$ cat config.mk
export PLATFORM = sky130hd
export DESIGN_NAME = uart_rx_sequencer
export DESIGN_NICKNAME = d
export VERILOG_FILES = /design/src/rtl/uart_rx_sequencer_pkg.sv /design/src/rtl/uart_rx_sequencer_sync2.sv /design/src/rtl/uart_rx_sequencer.sv
export SDC_FILE = /design/constraint.sdc
export NUM_CORES = 1
export LEC_CHECK = 0
export CAP_MARGIN = 20
export CORE_ASPECT_RATIO = 1.2
export CORE_MARGIN = 2
export CORE_UTILIZATION = 60
export DETAILED_ROUTE_END_ITERATION = 8
export DONT_BUFFER_PORTS = 1
export PLACE_DENSITY = 0.74
export REMOVE_ABC_BUFFERS = 1
export SYNTH_ARGS = -nofsm -noshare
export SYNTH_HDL_FRONTEND = slang
export SYNTH_HIERARCHICAL = 1
export SYNTH_SLANG_ARGS = --single-unit
$ cat constraint.sdc
create_clock -name clk50 -period 2.45 [get_ports clk50]
set_clock_uncertainty 0.1 [all_clocks]
set_input_delay 0.3675 -clock clk50 [delete_from_list [all_inputs] [get_ports clk50]]
set_output_delay 0.3675 -clock clk50 [all_outputs]
set_load 0.1 [all_outputs]
$ cat src/rtl/uart_rx_sequencer_pkg.sv
// uart_pkg: shared types and constants for the UART receive path.
//   state_e   - receive sequencer states
//   OVERSAMPLE, MID_SAMPLE, LAST_SAMPLE, DATA_BITS - 8N1 / 16x framing defaults
//   maj3()    - 2-of-3 majority vote used by the optional sample filter
package uart_pkg;

   typedef enum logic [2:0] {
      IDLE,
      START,
      DATA,
      STOP,
      BREAK
   } state_e;

   localparam int OVERSAMPLE  = 16;
   localparam int MID_SAMPLE  = 7;
   localparam int LAST_SAMPLE = 15;
   localparam int DATA_BITS   = 8;

   function automatic logic maj3(input logic a, input logic b, input logic c);
      return (a & b) | (a & c) | (b & c);
   endfunction

endpackage

$ cat src/rtl/uart_rx_sequencer_sync2.sv
// uart_sync2: generic two-flop synchroniser for a single asynchronous bit.
//   clk_i    - destination clock
//   nreset_i - synchronous active-low reset
//   d_i      - asynchronous input
//   q_o      - synchronised output (RST_VAL while in reset)
module uart_sync2 #(
   parameter logic RST_VAL = 1'b1
) (
   input  logic clk_i,
   input  logic nreset_i,
   input  logic d_i,
   output logic q_o
);

   logic meta_q;
   logic sync_q;

   always_ff @(posedge clk_i) begin
      if (!nreset_i) begin
         meta_q <= RST_VAL;
         sync_q <= RST_VAL;
      end else begin
         meta_q <= d_i;
         sync_q <= meta_q;
      end
   end

   assign q_o = sync_q;

endmodule

$ cat src/rtl/uart_rx_sequencer.sv
// uart_rx_sequencer: 8N1 UART receiver driven by an external 16x oversample tick.
// Detects the start edge, samples each bit at mid-bit, deserialises LSB first
// and checks the stop bit. Good frames update rx_data with a one-cycle rx_valid;
// a low stop bit gives a one-cycle rx_frame_err and the receiver waits for the
// line to return high before looking for another start bit.
//   clk50        - system clock, rising edge
//   nreset       - synchronous active-low reset
//   tick         - oversample strobe, one clk50 wide, not assumed periodic
//   rx           - asynchronous serial line, idle high
//   rx_data      - last correctly framed byte
//   rx_valid     - one-cycle strobe, rx_data updated
//   rx_frame_err - one-cycle strobe, stop bit sampled low
//   busy         - sequencer is not in IDLE
// Build option: define UART_RX_MAJORITY_EN to make every mid-bit decision a
// majority vote over the current and two previous tick samples.
module uart_rx_sequencer
   import uart_pkg::*;
#(
   parameter int DATA_BITS  = uart_pkg::DATA_BITS,
   parameter int OVERSAMPLE = uart_pkg::OVERSAMPLE
) (
   input  logic                 clk50,
   input  logic                 nreset,
   input  logic                 tick,
   input  logic                 rx,
   output logic [DATA_BITS-1:0] rx_data,
   output logic                 rx_valid,
   output logic                 rx_frame_err,
   output logic                 busy
);

   localparam int OS_W = $clog2(OVERSAMPLE);
   localparam int BC_W = $clog2(DATA_BITS);

   localparam logic [OS_W-1:0] OS_MID  = OS_W'(OVERSAMPLE / 2 - 1);
   localparam logic [OS_W-1:0] OS_LAST = OS_W'(OVERSAMPLE - 1);
   localparam logic [BC_W-1:0] BC_LAST = BC_W'(DATA_BITS - 1);

   logic                 rx_s;
   logic                 bit_smp;

   state_e               state_q;
   logic [OS_W-1:0]      os_q;
   logic [BC_W-1:0]      bc_q;
   logic [DATA_BITS-1:0] sh_q;
   logic [DATA_BITS-1:0] rx_data_q;
   logic                 valid_q;
   logic                 err_q;

   uart_sync2 #(.RST_VAL(1'b1)) u_sync (
      .clk_i    (clk50),
      .nreset_i (nreset),
      .d_i      (rx),
      .q_o      (rx_s)
   );

`ifdef UART_RX_MAJORITY_EN
   // Two previous tick samples; reset to the idle level so a vote right
   // after reset is not biased toward a false low.
   logic [1:0] hist_q;

   always_ff @(posedge clk50) begin
      if (!nreset) begin
         hist_q <= 2'b11;
      end else if (tick) begin
         hist_q <= {hist_q[0], rx_s};
      end
   end

   assign bit_smp = maj3(rx_s, hist_q[0], hist_q[1]);
`else
   assign bit_smp = rx_s;
`endif

   // Everything below advances only on tick; strobes clear every cycle so
   // they stay one clk50 wide regardless of tick spacing.
   always_ff @(posedge clk50) begin
      if (!nreset) begin
         state_q   <= IDLE;
         os_q      <= '0;
         bc_q      <= '0;
         sh_q      <= '0;
         rx_data_q <= '0;
         valid_q   <= 1'b0;
         err_q     <= 1'b0;
      end else begin
         valid_q <= 1'b0;
         err_q   <= 1'b0;
         if (tick) begin
            unique case (state_q)
               IDLE: begin
                  // Start detect stays a single sample even with the vote enabled.
                  if (!rx_s) begin
                     state_q <= START;
                     os_q    <= '0;
                  end
               end
               START: begin
                  os_q <= os_q + 1'b1;
                  if (os_q == OS_MID) begin
                     if (!bit_smp) begin
                        state_q <= DATA;
                        os_q    <= '0;
                        bc_q    <= '0;
                     end else begin
                        state_q <= IDLE;   // glitch, not a start bit
                     end
                  end
               end
               DATA: begin
                  os_q <= os_q + 1'b1;
                  if (os_q == OS_LAST) begin
                     // LSB arrives first, so shift right and enter at the top.
                     sh_q <= {bit_smp, sh_q[DATA_BITS-1:1]};
                     os_q <= '0;
                     if (bc_q == BC_LAST) begin
                        state_q <= STOP;
                     end else begin
                        bc_q <= bc_q + 1'b1;
                     end
                  end
               end
               STOP: begin
                  os_q <= os_q + 1'b1;
                  // Leaving at mid-stop lets a following start edge be seen
                  // with no idle gap between frames.
                  if (os_q == OS_LAST) begin
                     if (bit_smp) begin
                        rx_data_q <= sh_q;
                        valid_q   <= 1'b1;
                        state_q   <= IDLE;
                     end else begin
                        err_q   <= 1'b1;
                        state_q <= BREAK;
                     end
                  end
               end
               BREAK: begin
                  // A held-low line must go high before a new start is accepted.
                  if (rx_s) begin
                     state_q <= IDLE;
                  end
               end
               default: state_q <= IDLE;
            endcase
         end
      end
   end

   assign rx_data      = rx_data_q;
   assign rx_valid     = valid_q;
   assign rx_frame_err = err_q;
   assign busy         = (state_q != IDLE);

endmodule
* Word level (Yosys, flattened, before mapping)
Index checks and enable logic that the tools add are counted.
** Word-level totals
- Output and inout port bits :: 11
- Register bits after elaboration :: 30
- Input bits :: 4
- Word-level logic and storage cells :: 57
** Cells by class
- Reductions and logical operators :: 10
- $add $sub $neg :: 2
- Muxes and demuxes :: 21
- Equality and inequality tests :: 15
** Operators with widths (count)
- 3-bit 2-to-1 mux :: 11
- 4-bit 2-to-1 mux :: 4
- 4-bit case mux with 4 select lines :: 1
- 3-bit case mux with 5 select lines :: 1
- 2-bit inequality test, second input constant :: 7
- 4-bit AND reduction :: 2
- 7-bit AND reduction :: 1
- 3-bit by 2-bit == test with 1-bit output, second input constant :: 2
- 3-bit == test, second input constant :: 2
- 3-bit case mux with 2 select lines :: 1
- 3-bit AND reduction :: 2
- 6-bit AND reduction :: 1
- 4-bit by 1-bit adder with 4-bit output, second input constant :: 1
- 4-bit by 3-bit == test with 1-bit output, second input constant :: 1
- 4-bit == test, second input constant :: 1
- 4-bit nonzero test :: 1
- 3-bit by 1-bit adder with 3-bit output, second input constant :: 1
- 3-bit by 1-bit == test with 1-bit output, second input constant :: 1
- 3-bit zero test :: 1
- 3-bit nonzero test :: 1
- 1-bit 2-to-1 mux :: 2
- 2-bit 2-to-1 mux :: 1
- 2-bit by 1-bit inequality test with 1-bit output, second input constant :: 1
- 2-bit nonzero test :: 1

* Longest topological paths before layout
Gate-level depths: netlist of run 1.
- Word-level depth :: 4
- Depth in mapped cells :: 6
- Mapped depth without buffers :: 6

* Modules after synthesis
The synthesis of run 1 kept the hierarchy.
** By module, submodules not included
- uart_rx_sequencer :: cells an instance 133, area each 1347.5 µm², times used 1, sequential area each 560.5 µm²
- uart_sync2 :: cells an instance 4, area each 52.6 µm², times used 1, sequential area each 40.0 µm²

* Worst setup path before layout of run 1
Ideal clock, no wire load.
- Path kind :: reg2out
- Start point :: register state_q[1]
- End point :: output busy
- Cell stages (with the launch flop) :: 3
- Buffers on the path :: 1
- Arrival time :: 1.303 ns
- Slack :: 0.680 ns
- Data required time :: 1.982 ns
- Path through :: dfxtp_1 > buf_2 > or3_1
** Between the ends
- Cells in the longest elaborated chain, start to end :: 1
** RTL lines
- start, declared :: line uart_rx_sequencer.sv:42 : state_e state_q;
- start signal, assigned :: line uart_rx_sequencer.sv:79 : state_q <= IDLE;
- start signal, assigned :: line uart_rx_sequencer.sv:94 : state_q <= START;
- start signal, assigned :: line uart_rx_sequencer.sv:102 : state_q <= DATA;
- 3-bit nonzero test :: line uart_rx_sequencer.sv:153 : assign busy = (state_q != IDLE);
- end, declared :: line uart_rx_sequencer.sv:29 : output logic busy
Every way passes these cells.

* Worst setup path after layout of run 1
Ends and elaborated chain as after synthesis.

==> results.sh, run 1 <==
export IMPL_status="finished clean"
export IMPL_wire_per_inst_um=12.7
export IMPL_synth_area_leader_cell="dfxtp_1"
export IMPL_layout_drive_gt1_share=0.180
export IMPL_stdcell_count=181
export IMPL_setup_viol=0
export IMPL_cts_buffer_depth=2
export IMPL_rr_worst_depth=4
export IMPL_leakage_nw=0.695
export IMPL_vdd_ir_drop_worst_v=0.000580
export IMPL_crit_slowest_cell="dfxtp_1"
export IMPL_rsz0062_at_grt="false"
export IMPL_min_period_over_period=0.789
export IMPL_die_area_sq_mm=0.00274
export IMPL_p_int_w=0.000640
export IMPL_fin_ws_ns=0.516
export IMPL_cts_buffers=5
export IMPL_track_usage=0.199
export IMPL_cts_sinks=30
export IMPL_core_area_sq_mm=0.00226
export IMPL_p_sw_frac=0.232
export IMPL_setup_tns_ns=0
export IMPL_remaining_drc_errors=0
export IMPL_hold_class="input pin to flop"
export IMPL_cts_tree="yes"
export IMPL_start_util=0.620
export IMPL_seqPwrFrac=0.593
export IMPL_fmax_ghz=0.517
export IMPL_postSynthCellCount=137
export IMPL_report_final_slew_viol_count=0
export IMPL_mostFrequentLayoutCell="dfxtp_1"
export IMPL_preCtsSetupSlack_ns=0.657
export IMPL_arrival_ns=1.47
export IMPL_yosysSeqAreaShare=0.429
export IMPL_antenna_found_initial=0
export IMPL_hold_viol=0
export IMPL_layout_common_cells="30 x dfxtp_1, 21 x mux2i_1, 17 x nor2b_1"
export IMPL_drtIter0Drc=9
export IMPL_io_buffers=0
export IMPL_ant_nets=0
export IMPL_critPathBufInv=1
export IMPL_synth_area_leaders="dfxtp_1 43%, mux2i_1 15%, nor2b_1 7.6%, ha_1 2.7%, nand2_1 2.4%"
export IMPL_ctsResizeCount=0
export IMPL_clock_tree_root_cell="clkbuf_4"
export IMPL_fin_util=0.691
export IMPL_powerDensity_mw_per_mm2=534
export IMPL_p_comb_frac=0.035
export IMPL_crit_path_max_fanout=14
export IMPL_viasPerCell=5.43
export IMPL_nNetsFinal=156
export IMPL_wl_um=2290
export IMPL_r2r_end="sh_q[4]$_SDFFE_PN0P_"
export IMPL_hold_end="u_sync/meta_q$_SDFF_PN1_"
export IMPL_grt_overflow=0
export IMPL_slowest_delay_ns=0.48
export IMPL_synth_async_reset_ratio=0
export IMPL_core_rowCount=19
export IMPL_grt_pass1_wl_um=3860
export IMPL_area_growth_pct=11.5
export IMPL_grt_max_degree=34
export IMPL_boundaryPins=15
export IMPL_crit_cells=2
export IMPL_rr_startpoint="state_q[1]$_SDFFE_PN0P_"
export IMPL_dr_pass1_iters=4
export IMPL_dp_cells=172
export IMPL_synth_cell_type_count=38
export IMPL_grt_pass1_vias=935
export IMPL_yosys_area_top_type_share=0.429
export IMPL_critPathRequiredTime_ns=1.98
export IMPL_timing_slew_headroom=0.660
export IMPL_critical_path_class="flop to output pin"
export IMPL_clockPowerShare=0.372
export IMPL_switching_power_w=0.000193
export IMPL_r2r_slack_ns=0.68
export IMPL_whs_path_depth=1
export IMPL_gp_congestion=0.815
export IMPL_clk_latency_ns=0.33
export IMPL_dp_hpwl_um=1620
export IMPL_cp_cell_sequence="or3_1 -> buf_4"
export IMPL_h_tree_depth=2
export IMPL_crit_path_start_kind="flop"
export IMPL_vias=983
export IMPL_avgSynthCellArea_sq_um=10.2
export IMPL_die_x_um=48.1
export IMPL_ys_flop_type="dfxtp_1"
export IMPL_end_kind="output pin"
export IMPL_synth_edff_count=0
export IMPL_die_height_um=56.9
export IMPL_critical_path_top_delay_family="flip-flops"
export IMPL_yosys_warnings=6
export IMPL_ys_ff_latch=30
export IMPL_diodes=0
export IMPL_syn_area_sq_mm=0.00140
export IMPL_hold_start="rx"
export IMPL_cts_clk_slew_worst_paths_ns=0.09
export IMPL_tightest_slew_ns=0.510
export IMPL_fin_crit_ns=1.93
export IMPL_cap_violations=0
[sequential cells by signal, indices dropped and copies added, names as in the netlist]
| signal | flops |
|---|---|
| rx_data | 8 |
| sh_q | 8 |
| os_q | 4 |
| bc_q | 3 |
| state_q | 3 |
| rx_frame_err | 1 |
| rx_valid | 1 |
| u_sync/meta_q | 1 |
| u_sync/q_o | 1 |
[cell usage after synthesis, types with 2 or more instances]
| cell type | count |
|---|---|
| dfxtp_1 | 30 |
| mux2i_1 | 21 |
| nor2b_1 | 17 |
| nand2_1 | 9 |
| nand3_1 | 6 |
| nor2_1 | 5 |
| nand2b_1 | 4 |
| buf_2 | 3 |
| clkbuf_1 | 3 |
| ha_1 | 3 |
| inv_1 | 3 |
| o22ai_1 | 3 |
| nor3b_1 | 2 |
| o21ai_1 | 2 |
| o21bai_1 | 2 |
| xor2_1 | 2 |
[cells by family after synthesis]
family | synth area share
XOR/XNOR | 0.0188
AO/OA/AOI/OAI | 0.0742
flip-flops | 0.429
buffers and inverters | 0.0322
multiplexers | 0.150
AND/OR/NAND/NOR | 0.269
adder cells (fa/ha/maj) | 0.0268
[layer usage]
layer | track usage | vias to the layer above | wire [um] | part of all wire
li1 | - | 503 | - | -
met1 | 0.228 | 460 | 1020 | 0.45
met2 | 0.309 | 15 | 1150 | 0.50
met3 | 0.0707 | 5 | 70 | 0.031
met4 | 0.112 | 0 | 51 | 0.022
met5 | 0 | - | 0 | 0
[worst max-delay path by stage]
stage,startpoint,to
floorplan,state_q[1]$_SDFFE_PN0P_,busy
finish,state_q[1]$_SDFFE_PN0P_,busy
CTS,state_q[1]$_SDFFE_PN0P_,busy
global placement,state_q[1]$_SDFFE_PN0P_,sh_q[1]$_SDFFE_PN0P_
detailed placement,state_q[1]$_SDFFE_PN0P_,sh_q[0]$_SDFFE_PN0P_
global route,state_q[1]$_SDFFE_PN0P_,busy
[timing repair]
item | 4_1_cts | 5_1_grt
hold buffers | 1 | 0
buffers inserted | 0 | 0
hold endpoints to repair | 2 | 0
[cell type report]
cell class	instances	area (sq um)
clock buffer	6	51.3
clock inverter	2	12.5
fill	187	697
inverter	3	11.3
multi-input combinational	97	754
sequential	30	601
tap	31	38.8
timing repair buffer	12	92.6
[power groups by stage]
stage | combinational (W) | sequential (W) | clock (W)
5_1_grt | 0.0000311 | 0.000496 | 0.000339
4_1_cts | 0.0000292 | 0.000495 | 0.000321
2_1_floorplan | 0.0000242 | 0.000505 | 0
3_3_place_gp | 0.0000271 | 0.000506 | 0
6_report | 0.0000291 | 0.000495 | 0.000310
3_5_place_dp | 0.0000275 | 0.000506 | 0
[metrics by stage]
step / area [sq um] / hold WS (ns) / total power [W]
2_1_floorplan: 1370 / 0.286 / 0.000529
3_3_place_gp: 1490 / 0.292 / 0.000533
3_5_place_dp: 1490 / 0.298 / 0.000534
4_1_cts: 1560 / 0.0205 / 0.000845
5_1_grt: 1560 / 0.0199 / 0.000866
6_report: 1560 / 0.0379 / 0.000834
Note: power is estimated with default switching activity, not from simulation.
==> run 2: changes to the inputs <==
==> constraint.sdc (replaced) <==
create_clock -name clk50 -period 1.98 [get_ports clk50]
set_clock_uncertainty 0.1 [all_clocks]
set_input_delay 0.297 -clock clk50 [delete_from_list [all_inputs] [get_ports clk50]]
set_output_delay 0.297 -clock clk50 [all_outputs]
set_load 0.1 [all_outputs]
==> run 2 against run 1 <==
Against the previous run: register-to-register slack got worse by 0.39 ns; clock power rose by 21%; total power is 24% higher; critical endpoint unchanged; highest routed layer unchanged.
==> results.sh, run 2 (synthesis gave the netlist of run 1 again) <==
export IMPL_remaining_drc_errors=0
export IMPL_grt_overflow=0
export IMPL_slowest_delay_ns=0.39
export IMPL_grt_max_degree=21
export IMPL_setup_viol=0
export IMPL_cts_buffers=5
export IMPL_cp_cell_sequence="buf_4 -> or3_1 -> buf_4"
export IMPL_die_height_um=56.9
export IMPL_vias=996
export IMPL_clockPowerShare=0.363
export IMPL_p_sw_frac=0.227
export IMPL_wl_um=2380
export IMPL_placed_area_sq_mm=0.00150
export IMPL_layout_drive_gt1_share=0.183
export IMPL_tightest_slew_ns=0.574
export IMPL_clock_tree_root_cell="clkbuf_4"
export IMPL_fmax_ghz=0.528
export IMPL_cts_sinks=30
export IMPL_crit_path_start_kind="flop"
export IMPL_r2r_slack_ns=0.29
export IMPL_nNetsFinal=159
export IMPL_hold_class="input pin to flop"
export IMPL_boundaryPins=15
export IMPL_clk_latency_ns=0.33
export IMPL_vdd_ir_drop_worst_v=0.000465
export IMPL_core_area_sq_mm=0.00226
export IMPL_grt_pass1_wl_um=3920
export IMPL_final_area_sq_mm=0.00159
export IMPL_viasPerCell=5.41
export IMPL_die_area_sq_mm=0.00274
export IMPL_rr_startpoint="bc_q[0]$_SDFFE_PN0P_"
export IMPL_multi_input_area_sq_um=754
export IMPL_io_buffers=0
export IMPL_grt_pass1_vias=915
export IMPL_gp_congestion=0.829
export IMPL_cts_buffer_depth=2
export IMPL_status="finished clean"
export IMPL_critPathRequiredTime_ns=1.58
export IMPL_area_growth_pct=13.3
export IMPL_seqPwrFrac=0.594
export IMPL_h_tree_depth=2
export IMPL_start_util=0.620
export IMPL_switching_power_w=0.000234
export IMPL_drtIter0Drc=20
export IMPL_ant_nets=0
export IMPL_dr_pass1_iters=4
export IMPL_dp_hpwl_um=1590
export IMPL_wire_per_inst_um=13.0
export IMPL_diodes=0
export IMPL_track_usage=0.206
export IMPL_leakage_nw=0.709
export IMPL_critical_path_top_delay_family="buffers and inverters"
export IMPL_p_comb_frac=0.043
export IMPL_powerDensity_mw_per_mm2=649
export IMPL_layout_common_cells="29 x dfxtp_1, 21 x mux2i_1, 17 x nor2b_1"
export IMPL_antenna_found_initial=0
export IMPL_setup_tns_ns=0
export IMPL_p_int_w=0.000796
export IMPL_worstSetupEndpoint="busy"
export IMPL_fin_util=0.702
export IMPL_die_x_um=48.1
export IMPL_finalPower_w=0.00103
export IMPL_crit_slowest_cell="dfxtp_2"
export IMPL_cap_violations=0
export IMPL_critPathBufInv=2
export IMPL_critical_path_class="flop to output pin"
export IMPL_mostFrequentLayoutCell="dfxtp_1"
export IMPL_cts_tree="yes"
export IMPL_report_final_slew_viol_count=0
export IMPL_rr_worst_depth=6
export IMPL_cp_startpoint="state_q[1]$_SDFFE_PN0P_"
export IMPL_crit_cells=3
export IMPL_core_rowCount=19
export IMPL_cts_clk_slew_worst_paths_ns=0.09
export IMPL_min_period_over_period=0.956
export IMPL_cts_setup_buffers=0
export IMPL_rsz0062_at_grt="false"
export IMPL_timing_slew_headroom=0.616
export IMPL_arrival_ns=1.50
export IMPL_cpMostUsedCell="buf_4"
export IMPL_r2r_end="bc_q[0]$_SDFFE_PN0P_"
export IMPL_hold_viol=0
export IMPL_end_kind="output pin"
export IMPL_regArea_sq_um=602
export IMPL_crit_path_max_fanout=10
export IMPL_num_fill_cells=181
export IMPL_fin_crit_ns=1.89
## run 2: cell count changes in the layout (fill, tap and decap cells not counted), sizes merged
cell and delta:
buf +1, clkinvlp -1, clkbuf +1, dlygate4sd3 +2
## run 2: timing repair
item / CTS / global route
resized for setup: 1 / 0
hold buffers: 2 / 1
endpoints found under the setup margin: 1 / 0
endpoints found under the hold margin: 20 / 1
## run 2: layout make-up
cell class                 instances  area share
sequential                        30       0.379
multi-input combinational         97       0.476
tap                               31      0.0244
inverter                           3     0.00710
clock buffer                       7      0.0347
clock inverter                     1     0.00315
timing repair buffer              15      0.0757
## run 2: per-layer routing
| layer | share of wire | global-route usage |
|---|---|---|
| met4 | 0.019 | 0.0811 |
| met1 | 0.44 | 0.243 |
| met2 | 0.48 | 0.310 |
| met5 | 0 | 0 |
| met3 | 0.055 | 0.103 |
## run 2: how the worst min path moves through the flow
| stage | from | cells past startpoint | endpoint | slack (ns) |
|---|---|---|---|---|
| CTS | nreset | 1 | state_q[2]$_SDFFE_PN0P_ | 0.004 |
| global route | nreset | 2 | bc_q[0]$_SDFFE_PN0P_ | 0.004 |
| floorplan | nreset | 1 | u_sync/meta_q$_SDFF_PN1_ | 0.27 |
| global placement | nreset | 1 | u_sync/q_o$_SDFF_PN1_ | 0.27 |
| finish | nreset | 2 | bc_q[1]$_SDFFE_PN0P_ | 0.02 |
| detailed placement | nreset | 1 | u_sync/meta_q$_SDFF_PN1_ | 0.28 |
## run 2: per-stage QoR
step / worst slack [ns] / hold WS (ns) / cells
after floorplan: 0.257 / 0.270 / 130
after global placement: 0.320 / 0.275 / 173
after detailed placement: 0.282 / 0.276 / 173
after CTS: 0.0730 / 0.00423 / 183
after global routing: 0.0449 / 0.00416 / 184
final: 0.0873 / 0.0174 / 184
## run 2: power by group through the flow
stage	registers, W	clock network (W)	logic, W
after floorplan	0.000625	0	0.0000300
after global placement	0.000626	0	0.0000338
after detailed placement	0.000626	0	0.0000347
after CTS	0.000612	0.000389	0.0000428
after global routing	0.000613	0.000414	0.0000481
final	0.000612	0.000374	0.0000442
